**src/rtl/recording_playback_sequencer.sv**
```systemverilog
// -----------------------------------------------------------------------------
// recording_playback_sequencer
//
// Replays the note list held in the recording store as a timed sequence of
// frequency codes. Each stored entry is {duration[17:10], frequency[9:0]},
// with the duration counted in ticks of CLK_100hz (10 ms each).
//
// Ports
//   CLK_100hz        in   100 Hz tick clock
//   systemReset_n    in   asynchronous active-low reset
//   start_n          in   active-low playback request, falling edge triggers
//   stop_n           in   active-low abort, level sensitive
//   entryCount       in   number of valid entries, latched at start
//   mem_readAddress  out  entry index being fetched
//   mem_readRequest  out  one-cycle read strobe
//   mem_readValid    in   read data valid
//   mem_readData     in   {duration, frequency} of the fetched entry
//   outputFrequency  out  code to the signal generator, 0 = silence
//   isPlaying        out  high while fetching or holding a note
//   playbackComplete out  one-cycle pulse at normal end of the list
//   readError        out  sticky read timeout flag, cleared by next start
//
// Read handshake: the sequencer raises mem_readRequest for exactly one cycle
// with mem_readAddress valid, then holds the address and waits for a single
// cycle of mem_readValid carrying the entry. A valid seen at any other time
// is ignored; no valid within TIMEOUT_TICKS waiting cycles is a read fault.
// -----------------------------------------------------------------------------
module recording_playback_sequencer #(
   parameter int ADDR_WIDTH    = 8,
   parameter int TIMEOUT_TICKS = 4
) (
   input  logic                  CLK_100hz,
   input  logic                  systemReset_n,
   input  logic                  start_n,
   input  logic                  stop_n,
   input  logic [ADDR_WIDTH:0]   entryCount,
   output logic [ADDR_WIDTH-1:0] mem_readAddress,
   output logic                  mem_readRequest,
   input  logic                  mem_readValid,
   input  logic [17:0]           mem_readData,
   output logic [9:0]            outputFrequency,
   output logic                  isPlaying,
   output logic                  playbackComplete,
   output logic                  readError
);

   localparam int CW = ADDR_WIDTH + 1;
   localparam logic [CW-1:0] MAX_COUNT = CW'(1) << ADDR_WIDTH;
   localparam int WW = $clog2(TIMEOUT_TICKS + 1);
   localparam logic [WW-1:0] TIMEOUT_LIM = WW'(TIMEOUT_TICKS);

   typedef enum logic [2:0] {
      S_IDLE,
      S_REQ,
      S_WAIT,
      S_HOLD,
      S_DONE
   } state_t;

   state_t                state_q, state_d;
   logic                  start_prev_q;
   logic [CW-1:0]         count_q, count_d;
   logic [ADDR_WIDTH-1:0] addr_q, addr_d;
   logic [7:0]            dur_q, dur_d;
   logic [WW-1:0]         wait_q, wait_d;
   logic [9:0]            freq_q, freq_d;
   logic                  error_q, error_d;
   logic                  req_q, playing_q, complete_q;

   logic                  start_fire;
   logic                  advance;
   logic [CW-1:0]         addr_next;

   assign start_fire = start_prev_q & ~start_n;
   assign addr_next  = {1'b0, addr_q} + CW'(1);

   always_comb begin
      state_d = state_q;
      count_d = count_q;
      addr_d  = addr_q;
      dur_d   = dur_q;
      wait_d  = wait_q;
      freq_d  = freq_q;
      error_d = error_q;
      advance = 1'b0;

      case (state_q)
         S_IDLE: begin
            if (start_fire && stop_n) begin
               // Counts beyond the store depth are clamped to the store depth.
               count_d = entryCount[ADDR_WIDTH] ? MAX_COUNT : entryCount;
               error_d = 1'b0;
               if (entryCount == '0) begin
                  state_d = S_DONE;
               end else begin
                  addr_d  = '0;
                  state_d = S_REQ;
               end
            end
         end
         S_REQ: begin
            wait_d  = '0;
            state_d = S_WAIT;
         end
         S_WAIT: begin
            if (mem_readValid) begin
               freq_d = mem_readData[9:0];
               dur_d  = mem_readData[17:10];
               if (mem_readData[17:10] == 8'd0) begin
                  advance = 1'b1;
               end else begin
                  state_d = S_HOLD;
               end
            end else if (wait_q + WW'(1) == TIMEOUT_LIM) begin
               error_d = 1'b1;
               freq_d  = '0;
               state_d = S_IDLE;
            end else begin
               wait_d = wait_q + WW'(1);
            end
         end
         S_HOLD: begin
            dur_d = dur_q - 8'd1;
            if (dur_q == 8'd1) begin
               advance = 1'b1;
            end
         end
         S_DONE: begin
            state_d = S_IDLE;
         end
         default: begin
            state_d = S_IDLE;
         end
      endcase

      if (advance) begin
         if (addr_next == count_q) begin
            state_d = S_DONE;
         end else begin
            addr_d  = addr_next[ADDR_WIDTH-1:0];
            state_d = S_REQ;
         end
      end

      // Abort overrides everything decided above, including a timeout.
      if (!stop_n && state_q != S_IDLE) begin
         state_d = S_IDLE;
         addr_d  = addr_q;
         freq_d  = '0;
         error_d = error_q;
      end

      // The completion cycle is always silent.
      if (state_d == S_DONE) begin
         freq_d = '0;
      end
   end

   always_ff @(posedge CLK_100hz or negedge systemReset_n) begin
      if (!systemReset_n) begin
         state_q      <= S_IDLE;
         start_prev_q <= 1'b1;
         count_q      <= '0;
         addr_q       <= '0;
         dur_q        <= '0;
         wait_q       <= '0;
         freq_q       <= '0;
         error_q      <= 1'b0;
         req_q        <= 1'b0;
         playing_q    <= 1'b0;
         complete_q   <= 1'b0;
      end else begin
         state_q      <= state_d;
         start_prev_q <= start_n;
         count_q      <= count_d;
         addr_q       <= addr_d;
         dur_q        <= dur_d;
         wait_q       <= wait_d;
         freq_q       <= freq_d;
         error_q      <= error_d;
         // Status outputs are registered from the next state so they line up
         // with the state they describe.
         req_q        <= (state_d == S_REQ);
         playing_q    <= (state_d == S_REQ) || (state_d == S_WAIT) || (state_d == S_HOLD);
         complete_q   <= (state_d == S_DONE);
      end
   end

   assign mem_readAddress  = addr_q;
   assign mem_readRequest  = req_q;
   assign outputFrequency  = freq_q;
   assign isPlaying        = playing_q;
   assign playbackComplete = complete_q;
   assign readError        = error_q;

endmodule

```
**config.mk**
```make
export PLATFORM = sky130hd
export DESIGN_NAME = recording_playback_sequencer
export DESIGN_NICKNAME = d
export VERILOG_FILES = /design/src/rtl/recording_playback_sequencer.sv
export SDC_FILE = /design/constraint.sdc
export NUM_CORES = 1
export LEC_CHECK = 0
export CORE_ASPECT_RATIO = 1.75
export CORE_MARGIN = 5
export CORE_UTILIZATION = 35
export CTS_BUF_LIST = sky130_fd_sc_hd__clkbuf_4 sky130_fd_sc_hd__clkbuf_8 sky130_fd_sc_hd__clkbuf_16
export DETAILED_ROUTE_END_ITERATION = 12
export PLACE_DENSITY = 0.69
export SLEW_MARGIN = 10
export SYNTH_ARGS = -nofsm -noshare
export SYNTH_HDL_FRONTEND = slang
export SYNTH_SLANG_ARGS = --single-unit
```
**constraint.sdc**
```tcl
create_clock -name CLK_100hz -period 2.8 [get_ports CLK_100hz]
set_input_delay 0.42 -clock CLK_100hz [delete_from_list [all_inputs] [get_ports CLK_100hz]]
set_output_delay 0.42 -clock CLK_100hz [all_outputs]
set_load 0.02 [all_outputs]
```
==> impl_metrics.prom, run 1 <==
# TYPE chip_impl_metric gauge
chip_impl_metric{name="cts_hold_repair.buffers",unit=""} 0
chip_impl_metric{name="period_needed",unit="ns"} 2.46
chip_impl_info{name="critPathCaptureType",value="flop"} 1
chip_impl_metric{name="finish.net_count",unit=""} 379
chip_impl_metric{name="floorplan.io_pins",unit=""} 54
chip_impl_info{name="cp-start-kind",value="flop"} 1
chip_impl_metric{name="floorplan.core_area",unit="mm²"} 0.00728
chip_impl_info{name="unrepaired_setup_endpoints_after_global_routing",value="false"} 1
chip_impl_metric{name="critical_path_peak_fanout",unit=""} 11
chip_impl_metric{name="timing.critical_path.required",unit="ns"} 2.96
chip_impl_metric{name="synth_seq_area_share",unit="%"} 43.9
chip_impl_metric{name="track_usage",unit="%"} 15.3
chip_impl_metric{name="grt_pass1_vias",unit=""} 2318
chip_impl_metric{name="period_share",unit="%"} 87.9
chip_impl_info{name="clockRootBuffer",value="clkbuf_16"} 1
chip_impl_metric{name="synth.yosys.warnings",unit=""} 0
chip_impl_metric{name="num_antenna_cells",unit=""} 0
chip_impl_metric{name="synth.mux.area_fraction",unit="%"} 1.19
chip_impl_metric{name="worst_slew_margin_rel",unit="%"} 32.2
chip_impl_metric{name="cts_inserted_buffers",unit=""} 5
chip_impl_metric{name="report.final.hold_viol_count",unit=""} 0
chip_impl_metric{name="clock_insertion_delay_worst_skew",unit="ns"} 0.29
chip_impl_metric{name="worstPathArrival",unit="ns"} 2.62
chip_impl_info{name="outcome",value="finished clean"} 1
chip_impl_metric{name="effective_utilization_at_floorplan",unit="%"} 36.1
chip_impl_metric{name="synth.cell_area",unit="mm²"} 0.00263
chip_impl_metric{name="pin_count_of_the_biggest_net_entering_global_routing",unit=""} 47
chip_impl_metric{name="fillCellCount",unit=""} 720
chip_impl_metric{name="synthesis.area_per_instance",unit="µm²"} 8.99
chip_impl_metric{name="hpwl",unit="mm"} 5.32
chip_impl_metric{name="report.final.slew_viol_count",unit=""} 0
chip_impl_metric{name="cts.repair.resized",unit=""} 0
chip_impl_metric{name="detail_route.first_pass.iterations",unit=""} 4
chip_impl_metric{name="die_height",unit="µm"} 125
chip_impl_metric{name="clkTransAtPathRegs",unit="ns"} 0.06
chip_impl_info{name="hold_class",value="in -> async"} 1
chip_impl_metric{name="drt_first_iter_violations",unit=""} 89
chip_impl_metric{name="power.leakage",unit="µW"} 0.00143
chip_impl_info{name="tritoncts_clock_tree",value="done"} 1
chip_impl_metric{name="cts_setup_buffers",unit=""} 0
chip_impl_metric{name="ctsHtreeMaxLevel",unit=""} 2
chip_impl_metric{name="final_cells",unit=""} 429
chip_impl_metric{name="globalplace.congestion",unit=""} 0.871
chip_impl_metric{name="num_rows",unit=""} 41
chip_impl_metric{name="synthesized_area_fraction_occupied_by_and_or_nand_nor_cells",unit="%"} 23.8
chip_impl_metric{name="port_buffers",unit=""} 53
chip_impl_metric{name="wirelength",unit="mm"} 6.78
chip_impl_metric{name="clock-skew-final",unit="ns"} 0.00458
chip_impl_metric{name="areaGrowthSynthToFinish",unit="%"} 28.6
chip_impl_info{name="ys.flop_type",value="dfrtp_1"} 1
chip_impl_metric{name="post_route_cells_drive_above_1_share",unit="%"} 6.71
chip_impl_metric{name="achievable-frequency",unit="MHz"} 406
chip_impl_metric{name="post_synth_fa_ha_maj_area_fraction",unit="%"} 2.38
chip_impl_metric{name="die-width",unit="µm"} 75.5
chip_impl_metric{name="setup_viol",unit=""} 0
chip_impl_metric{name="synth_compound_area_share",unit="%"} 20.7
chip_impl_metric{name="timing.setup.tns",unit="ns"} 0
chip_impl_metric{name="ant_nets",unit=""} 0
chip_impl_metric{name="synthesis.nets",unit=""} 329
chip_impl_metric{name="synth.ff_latch_count",unit=""} 46
chip_impl_metric{name="cap_viol_max_count",unit=""} 0
chip_impl_info{name="setup.worst_path.class",value="reg -> reg"} 1
chip_impl_metric{name="routedWlPerCell",unit="µm"} 15.8
chip_impl_metric{name="avgViaCountPerCell",unit=""} 5.29
chip_impl_metric{name="detailroute.via_count",unit=""} 2268
chip_impl_metric{name="drc",unit=""} 0
chip_impl_info{name="main_combinational_cell_family_by_area_after_synthesis",value="simple AND/OR/NAND/NOR gates"} 1
chip_impl_metric{name="cts.sinks",unit=""} 46
chip_impl_metric{name="antenna_found_initial",unit=""} 0
chip_impl_metric{name="synth_cells",unit=""} 292
chip_impl_metric{name="synth_edf_count",unit=""} 0
chip_impl_metric{name="power_per_cell_area",unit="mW/mm²"} 648
chip_impl_metric{name="cts_max_path_buffers",unit=""} 2
chip_impl_metric{name="grt_first_pass_wirelength",unit="mm"} 11.1
chip_impl_metric{name="tightest_slew",unit="ns"} 1.02
chip_impl_metric{name="vdd_ir_drop_max",unit="µV"} 257
chip_impl_metric{name="synth-xor-area-share",unit="%"} 4.00
chip_impl_metric{name="dp.cells",unit=""} 421
chip_impl_metric{name="design.die.area",unit="mm²"} 0.00940
chip_impl_metric{name="global_route.overflow_total",unit=""} 0
chip_impl_metric{name="yosysUniqueCellTypes",unit=""} 56
chip_impl_metric{name="synth_async_sr_flop_share",unit="%"} 100
[per-stage QoR]
| step | setup WS (ns) | power (µW) | area (µm²) | hold slack [ns] | util (%) |
|---|---|---|---|---|---|
| floorplan | 0.651 | 1280 | 2630 | 0.124 | - |
| global placement | 0.437 | 1520 | 3210 | 0.480 | 44.1 |
| detailed placement | 0.353 | 1540 | 3210 | 0.493 | 44.1 |
| CTS | 0.347 | 2220 | 3380 | 0.351 | 46.4 |
| global route | 0.0904 | 2330 | 3380 | 0.394 | 46.4 |
| finish | 0.339 | 2190 | 3380 | 0.302 | 46.4 |
[registers in the layout (all words and copies together) (netlist names)]
signal,flops
outputFrequency,10
mem_readRequest,1
count_q,9
wait_q,3
isPlaying,1
state_q,3
dur_q,8
playbackComplete,1
readError,1
mem_readAddress,8
start_prev_q,1
[final cells by class]
| class | instances | area (µm²) | share of cell area, % |
|---|---|---|---|
| clock inverters | 3 | 43.8 | 1.30 |
| inverters | 9 | 33.8 | 1.00 |
| flip-flops and latches | 46 | 1150 | 34.1 |
| repair buffers | 56 | 548 | 16.2 |
| clock buffers | 5 | 125 | 3.70 |
| well taps | 86 | 108 | 3.19 |
| multi-input cells | 224 | 1370 | 40.5 |
[layer usage]
layer / vias up / track usage (%) / part of all wire, %
met2: 41 / 28.7 / 58
met3: 9 / 2.83 / 3.5
li1: 1135 / - / -
met4: 0 / 5.05 / 2.1
met5: - / 0 / 0
met1: 1083 / 16.0 / 36
[cells in the final DEF, fill, tap and decap left out, drive strengths merged, types with 2 or more instances in the layout]
cell / synthesis / routed
clkdlybuf4s50: 0 / 52
dfrtp: 45 / 45
nor2: 36 / 36
o21ai: 32 / 32
nand2: 24 / 24
nand2b: 14 / 14
a21oi: 14 / 14
a22oi: 10 / 10
inv: 9 / 10
nor3: 9 / 9
xor2: 6 / 6
nor2b: 6 / 6
and2: 6 / 6
xnor2: 6 / 6
o211ai: 5 / 5
ha: 5 / 5
clkbuf: 5 / 5
nand3: 5 / 5
nor4: 4 / 4
buf: 8 / 4
or3: 3 / 3
nand4: 3 / 3
o21a: 2 / 2
nor3b: 2 / 2
o31ai: 2 / 2
o21bai: 2 / 2
or2: 2 / 2
and3: 2 / 2
a211oi: 2 / 2
a21o: 2 / 2
mux2i: 2 / 2
and4: 2 / 2
o2111ai: 2 / 2
o2111a: 2 / 2
[final timing paths]
check	startpoint	endpoint	slack, ns	depth (start not counted)
worst min-delay path	systemReset_n	mem_readAddress[7]	0.30	1
max in group asynchronous	systemReset_n	count_q[8]	1.86	1
min in group CLK_100hz	dur_q[1]	dur_q[1]	0.51	1
worst max-delay path	mem_readAddress[0]	outputFrequency[4]	0.34	7
worst max register to register	mem_readAddress[0]	outputFrequency[4]	0.34	7
worst min register to register	dur_q[1]	dur_q[1]	0.51	1
[where the power goes]
part / internal (µW) / switching (µW)
Sequential: 803 / 129
Combinational: 278 / 308
Clock: 422 / 249
Total: 1500 / 686
[cell families (layout without fill, tap and decap cells)]
| group | Yosys count | after routing |
|---|---|---|
| adders and majority gates | 5 | 5 |
| muxes | 3 | 3 |
| DFF | 46 | 46 |
| AOI/OAI and AO/OA | 82 | 82 |
| and+or+nand+nor | 122 | 122 |
| buffers and inverters | 22 | 73 |
| xor gates and xnor gates | 12 | 12 |
[critical path, stage by stage (launching register included)]
cell and delay [ns]:
dfrtp_1 0.50, ha_1 0.45, nor3b_1 0.23, nor3_1 0.06, o32ai_1 0.33, o2111a_2 0.32, a21o_1 0.35, nor2_1 0.09
[synthesized netlist by cell type, types with 6 or more instances]
master | count | area share [%]
dfrtp_1 | 45 | 43
nor2_1 | 36 | 5.1
o21ai_0 | 25 | 4.8
nand2_1 | 24 | 3.4
a21oi_1 | 14 | 2.7
nand2b_1 | 14 | 3.3
a22oi_1 | 10 | 2.9
inv_1 | 9 | 1.3
nor3_1 | 8 | 1.5
and2_1 | 6 | 1.4
nor2b_1 | 6 | 1.4
o21ai_1 | 6 | 1.1
xnor2_1 | 6 | 2.0
xor2_1 | 6 | 2.0
(Power assumes the default switching activity.)
==> inputs of run 2 (changes only) <==
- CAP_MARGIN: default -> 30
- CTS_BUF_LIST: sky130_fd_sc_hd__clkbuf_4 sky130_fd_sc_hd__clkbuf_8 sky130_fd_sc_hd__clkbuf_16 -> sky130_fd_sc_hd__clkbuf_8
==> impl_metrics.prom, run 2 (synthesized netlist as in run 1, its figures left out) <==
# TYPE chip_impl_metric gauge
chip_impl_metric{name="wirelength",unit="mm"} 6.76
chip_impl_info{name="top_layer_used",value="met4"} 1
chip_impl_metric{name="cts_max_path_buffers",unit=""} 2
chip_impl_metric{name="design.die.area",unit="mm²"} 0.00940
chip_impl_metric{name="power_per_cell_area",unit="mW/mm²"} 576
chip_impl_metric{name="cts.sinks",unit=""} 46
chip_impl_metric{name="pin_count_of_the_biggest_net_entering_global_routing",unit=""} 35
chip_impl_metric{name="period_share",unit="%"} 89.7
chip_impl_metric{name="die-width",unit="µm"} 75.5
chip_impl_metric{name="clock_insertion_delay_worst_skew",unit="ns"} 0.29
chip_impl_info{name="most-common-layout-cells",value="clkdlybuf4s50_1, dfrtp_1, nor2_1, o21ai_0, nand2_1"} 1
chip_impl_metric{name="setup_viol",unit=""} 0
chip_impl_info{name="outcome",value="finished clean"} 1
chip_impl_info{name="setup.worst_path.class",value="reg -> reg"} 1
chip_impl_metric{name="cts_hold_repair.buffers",unit=""} 0
chip_impl_metric{name="final.setup.worst_slack",unit="ns"} 0.288
chip_impl_metric{name="cts.repair.resized",unit=""} 0
chip_impl_metric{name="die_height",unit="µm"} 125
chip_impl_metric{name="timing.reg2reg.setup_slack",unit="ns"} 0.29
chip_impl_info{name="critPathCaptureType",value="flop"} 1
chip_impl_metric{name="report.final.hold_viol_count",unit=""} 0
chip_impl_info{name="hold_class",value="in -> async"} 1
chip_impl_info{name="tritoncts_clock_tree",value="done"} 1
chip_impl_metric{name="achievable-frequency",unit="MHz"} 398
chip_impl_metric{name="grt_first_pass_wirelength",unit="mm"} 11.0
chip_impl_metric{name="timing.setup.tns",unit="ns"} 0
chip_impl_metric{name="track_usage",unit="%"} 14.9
chip_impl_metric{name="num_rows",unit=""} 41
chip_impl_metric{name="antenna_found_initial",unit=""} 0
chip_impl_metric{name="ant_nets",unit=""} 0
chip_impl_metric{name="hpwl",unit="mm"} 5.34
chip_impl_metric{name="dp_worst_setup_slack",unit="ns"} 0.334
chip_impl_info{name="clockRootBuffer",value="clkbuf_8"} 1
chip_impl_metric{name="worstPathArrival",unit="ns"} 2.69
chip_impl_metric{name="tightest_slew",unit="ns"} 0.742
chip_impl_metric{name="ctsHtreeMaxLevel",unit=""} 2
chip_impl_metric{name="grt_pass1_vias",unit=""} 2330
chip_impl_metric{name="vdd_ir_drop_max",unit="µV"} 262
chip_impl_metric{name="timing.critical_path.required",unit="ns"} 2.98
chip_impl_metric{name="power.leakage",unit="µW"} 0.00141
chip_impl_metric{name="finish.net_count",unit=""} 380
chip_impl_metric{name="globalplace.congestion",unit=""} 0.871
chip_impl_metric{name="max_ffs_per_register",unit=""} 10
chip_impl_metric{name="dr_wl_met2",unit="mm"} 3.91
chip_impl_metric{name="avgViaCountPerCell",unit=""} 5.40
chip_impl_metric{name="met3RoutedLength",unit="µm"} 254
chip_impl_metric{name="drt-met1-wl",unit="mm"} 2.48
chip_impl_metric{name="floorplan.core_area",unit="mm²"} 0.00728
chip_impl_info{name="endpoint_of_the_most_critical_register_to_register_path",value="outputFrequency[4]"} 1
chip_impl_metric{name="num_antenna_cells",unit=""} 0
chip_impl_metric{name="detailroute.via_count",unit=""} 2322
chip_impl_metric{name="report.final.slew_viol_count",unit=""} 0
chip_impl_metric{name="critical_path_peak_fanout",unit=""} 11
chip_impl_info{name="unrepaired_setup_endpoints_after_global_routing",value="false"} 1
chip_impl_metric{name="post_route_cells_drive_above_1_share",unit="%"} 6.69
chip_impl_metric{name="period_needed",unit="ns"} 2.51
chip_impl_metric{name="clock-skew-final",unit="ns"} 0.00509
chip_impl_metric{name="effective_utilization_at_floorplan",unit="%"} 36.1
chip_impl_metric{name="worst_slew_margin_rel",unit="%"} 50.5
chip_impl_metric{name="final_util",unit="%"} 45.5
chip_impl_info{name="layout.cells.most_common",value="clkdlybuf4s50_1"} 1
chip_impl_metric{name="cap_viol_max_count",unit=""} 0
chip_impl_info{name="worstReg2RegStart",value="mem_readAddress[0]"} 1
chip_impl_metric{name="cts_setup_buffers",unit=""} 0
chip_impl_metric{name="routedWlPerCell",unit="µm"} 15.7
chip_impl_metric{name="detail_route.first_pass.iterations",unit=""} 4
chip_impl_metric{name="drt_first_iter_violations",unit=""} 82
chip_impl_metric{name="drc",unit=""} 0
chip_impl_metric{name="floorplan.io_pins",unit=""} 54
chip_impl_metric{name="cell_count_of_the_worst_reg_to_reg_path",unit=""} 7
chip_impl_metric{name="clkTransAtPathRegs",unit="ns"} 0.08
chip_impl_info{name="cp-start-kind",value="flop"} 1
chip_impl_metric{name="global_route.overflow_total",unit=""} 0
chip_impl_metric{name="fillCellCount",unit=""} 728
chip_impl_metric{name="cts_inserted_buffers",unit=""} 5
chip_impl_metric{name="port_buffers",unit=""} 53
chip_impl_metric{name="areaGrowthSynthToFinish",unit="%"} 26.3
-- run 2: changes by cell type in the layout (fill, tap and decap cells not counted) --
cell,previous run,this run
clkbuf_16,5,0
buf_12,0,1
inv_6,1,0
clkinv_4,0,1
bufinv_16,1,0
inv_1,9,10
clkbuf_8,0,5
-- run 2: power breakdown --
part | total (µW) | internal (µW) | switching [µW]
Combinational | 590 | 281 | 309
Clock | 388 | 173 | 216
Sequential | 930 | 802 | 128
-- run 2: final cells by class --
type	count	area [µm²]	area share, %
inverters	9	33.8	1.02
clock inverters	3	17.5	0.528
well taps	86	108	3.25
flip-flops and latches	46	1150	34.8
repair buffers	57	568	17.1
clock buffers	5	68.8	2.08
multi-input cells	224	1370	41.2
-- run 2: metrics by stage --
step	instance area [µm²]	cells	hold slack, ns	power (µW)
after floorplan	2630	292	0.124	1280
after global placement	3210	421	0.480	1520
after detailed placement	3230	422	0.332	1540
after CTS	3320	430	0.0148	1930
after global routing	3320	430	0.0240	2040
final	3320	430	0.0146	1910
-- run 2: how the worst max path moves through the flow --
stage,start,cells after the start,slack [ns],end
floorplan,mem_readAddress[1],9,0.65,outputFrequency[0]
global placement,mem_readAddress[0],7,0.44,outputFrequency[6]
detailed placement,mem_readAddress[0],7,0.33,outputFrequency[7]
CTS,mem_readAddress[0],7,0.33,outputFrequency[8]
global route,mem_readAddress[0],7,0.11,outputFrequency[1]
finish,mem_readAddress[0],7,0.29,outputFrequency[4]
-- run 2: critical path, cell delays in order (launching register included) --
cell	delay, ns
dfrtp_1	0.51
ha_1	0.47
nor3b_1	0.24
nor3_1	0.07
o32ai_1	0.34
o2111a_2	0.32
a21o_1	0.35
nor2_1	0.09
-- run 2: metal layers --
metal,GRT usage (%),up-vias
met1,15.9,1124
li1,-,1139
met5,0,-
met4,4.74,0
met3,1.94,10
met2,28.2,49
==> inputs of run 3 (changes only) <==
- CORE_UTILIZATION: 35 -> 27
- PLACE_DENSITY: 0.69 -> 0.59
==> impl_metrics.prom, run 3 (synthesized netlist as in run 1, its figures left out) <==
# TYPE chip_impl_metric gauge
chip_impl_metric{name="cell_count_of_the_worst_reg_to_reg_path",unit=""} 7
chip_impl_metric{name="routedWlPerCell",unit="µm"} 14.6
chip_impl_metric{name="pin_count_of_the_biggest_net_entering_global_routing",unit=""} 33
chip_impl_metric{name="num_antenna_cells",unit=""} 0
chip_impl_metric{name="timing.reg2reg.setup_slack",unit="ns"} 0.41
chip_impl_metric{name="power",unit="µW"} 2000
chip_impl_metric{name="dp_worst_setup_slack",unit="ns"} 0.289
chip_impl_metric{name="tightest_slew",unit="ns"} 0.828
chip_impl_metric{name="detail_route.first_pass.iterations",unit=""} 5
chip_impl_metric{name="floorplan.io_pins",unit=""} 54
chip_impl_metric{name="max_ffs_per_register",unit=""} 10
chip_impl_metric{name="num_rows",unit=""} 47
chip_impl_metric{name="ant_nets",unit=""} 0
chip_impl_info{name="most-common-layout-cells",value="clkdlybuf4s50_1, dfrtp_1, nor2_1, o21ai_0, nand2_1"} 1
chip_impl_metric{name="clock_insertion_delay_worst_skew",unit="ns"} 0.31
chip_impl_info{name="cp-start-kind",value="flop"} 1
chip_impl_metric{name="die-width",unit="µm"} 84.6
chip_impl_metric{name="power.switching_fraction",unit="%"} 33.4
chip_impl_metric{name="avgViaCountPerCell",unit=""} 4.89
chip_impl_metric{name="drt_first_iter_violations",unit=""} 116
chip_impl_info{name="endpoint_of_the_most_critical_register_to_register_path",value="outputFrequency[6]"} 1
chip_impl_metric{name="timing.critical_path.required",unit="ns"} 2.98
chip_impl_info{name="outcome",value="finished clean"} 1
chip_impl_metric{name="drt-met1-wl",unit="mm"} 2.57
chip_impl_metric{name="vdd_ir_drop_max",unit="µV"} 411
chip_impl_metric{name="clkTransAtPathRegs",unit="ns"} 0.09
chip_impl_metric{name="antenna_found_initial",unit=""} 0
chip_impl_metric{name="die_height",unit="µm"} 140
chip_impl_metric{name="cap_viol_max_count",unit=""} 0
chip_impl_metric{name="achievable-frequency",unit="MHz"} 418
chip_impl_info{name="hold_class",value="in -> async"} 1
chip_impl_metric{name="power.switching",unit="µW"} 668
chip_impl_metric{name="track_usage",unit="%"} 12.0
chip_impl_metric{name="cts.repair.resized",unit=""} 0
chip_impl_metric{name="cts_max_path_buffers",unit=""} 2
chip_impl_metric{name="design.die.area",unit="mm²"} 0.0119
chip_impl_metric{name="global_route.overflow_total",unit=""} 0
chip_impl_metric{name="report.final.slew_viol_count",unit=""} 0
chip_impl_metric{name="power_per_cell_area",unit="mW/mm²"} 589
chip_impl_metric{name="seqPwrFrac",unit="%"} 46.0
chip_impl_metric{name="share_clk_of_total_power",unit="%"} 24.3
chip_impl_metric{name="cts_setup_buffers",unit=""} 0
chip_impl_info{name="top_layer_used",value="met4"} 1
chip_impl_info{name="setup.worst_path.class",value="reg -> reg"} 1
chip_impl_info{name="worstReg2RegStart",value="mem_readAddress[0]"} 1
chip_impl_info{name="unrepaired_setup_endpoints_after_global_routing",value="false"} 1
chip_impl_metric{name="fillCellCount",unit=""} 986
chip_impl_metric{name="globalplace.congestion",unit=""} 0.824
chip_impl_metric{name="met3RoutedLength",unit="µm"} 230
chip_impl_metric{name="detailroute.via_count",unit=""} 2288
chip_impl_metric{name="worst_slew_margin_rel",unit="%"} 44.8
chip_impl_metric{name="timing.setup.tns",unit="ns"} 0
chip_impl_metric{name="grt_pass1_vias",unit=""} 2385
chip_impl_metric{name="ctsHtreeMaxLevel",unit=""} 2
chip_impl_metric{name="critical_path_peak_fanout",unit=""} 11
chip_impl_info{name="worstSetupStartpoint",value="mem_readAddress[0]"} 1
chip_impl_metric{name="post_route_cells_drive_above_1_share",unit="%"} 7.80
chip_impl_metric{name="cts_inserted_buffers",unit=""} 5
chip_impl_info{name="critPathCaptureType",value="flop"} 1
chip_impl_metric{name="worstPathArrival",unit="ns"} 2.57
chip_impl_metric{name="combPwrFrac",unit="%"} 29.7
chip_impl_metric{name="areaGrowthSynthToFinish",unit="%"} 29.5
chip_impl_metric{name="setup_viol",unit=""} 0
chip_impl_metric{name="intPower",unit="µW"} 1340
chip_impl_info{name="clockRootBuffer",value="clkbuf_8"} 1
chip_impl_metric{name="floorplan.core_area",unit="mm²"} 0.00947
chip_impl_info{name="tritoncts_clock_tree",value="done"} 1
chip_impl_metric{name="hpwl",unit="mm"} 5.32
chip_impl_info{name="setup.worst_path.end",value="outputFrequency[6]"} 1
chip_impl_metric{name="final.setup.worst_slack",unit="ns"} 0.410
chip_impl_metric{name="power.leakage",unit="µW"} 0.00142
chip_impl_metric{name="period_needed",unit="ns"} 2.39
chip_impl_metric{name="period_share",unit="%"} 85.4
chip_impl_metric{name="finish.net_count",unit=""} 382
chip_impl_metric{name="grt_first_pass_wirelength",unit="mm"} 11.5
chip_impl_metric{name="report.final.hold_viol_count",unit=""} 0
chip_impl_metric{name="fin_hold_ws",unit="ns"} 0.0137
chip_impl_metric{name="cts.sinks",unit=""} 46
chip_impl_metric{name="port_buffers",unit=""} 53
chip_impl_metric{name="cts_hold_repair.buffers",unit=""} 0
chip_impl_info{name="layout.cells.most_common",value="clkdlybuf4s50_1"} 1
chip_impl_metric{name="drc",unit=""} 0
chip_impl_metric{name="final_util",unit="%"} 35.9
chip_impl_metric{name="clock-skew-final",unit="ns"} 0.0100
chip_impl_metric{name="effective_utilization_at_floorplan",unit="%"} 27.7
chip_impl_metric{name="dr_wl_met2",unit="mm"} 3.85
chip_impl_metric{name="wirelength",unit="mm"} 6.82
[run 3: routing by layer]
metal  vias up  GRT usage (%)
met2        42           22.6
met4         0           5.92
met1      1102           12.7
li1       1135              -
met3         9           1.82
met5         -              0
[run 3: area by class of cell]
class	instances	area, µm²	area share [%]
Multi-Input combinational cell	224	1370	40.3
Sequential cell	46	1150	33.9
Timing Repair Buffer	59	583	17.1
Tap cell	122	153	4.49
Clock buffer	8	110	3.24
Inverter	9	33.8	0.993
[run 3: how the worst min path moves through the flow]
| stage | to | slack [ns] |
|---|---|---|
| global route | dur_q[2] | 0.03 |
| CTS | dur_q[2] | 0.01 |
| finish | dur_q[2] | 0.01 |
| detailed placement | dur_q[2] | 0.36 |
| global placement | dur_q[6] | 0.48 |
| floorplan | count_q[0] | 0.12 |
[run 3: worst max-delay path, stage by stage (launching register included)]
cell      delay (ns)
dfrtp_1         0.52
ha_2            0.36
nor3b_1         0.21
nor3_1          0.07
o32ai_1         0.35
o2111a_2        0.33
a21o_1          0.33
nor2_1          0.09
[run 3: power by group through the flow]
| stage | Combinational, µW | Clock, µW | Sequential, µW |
|---|---|---|---|
| detailed placement | 606 | 0 | 935 |
| finish | 595 | 487 | 922 |
| global placement | 587 | 0 | 931 |
| global route | 667 | 529 | 947 |
| CTS | 607 | 503 | 924 |
| floorplan | 327 | 0 | 955 |
[run 3: stage by stage]
stage,cells,instance area [µm²]
after global placement,459,3270
after global routing,468,3400
after floorplan,292,2630
after detailed placement,460,3290
after CTS,468,3400
final,468,3400
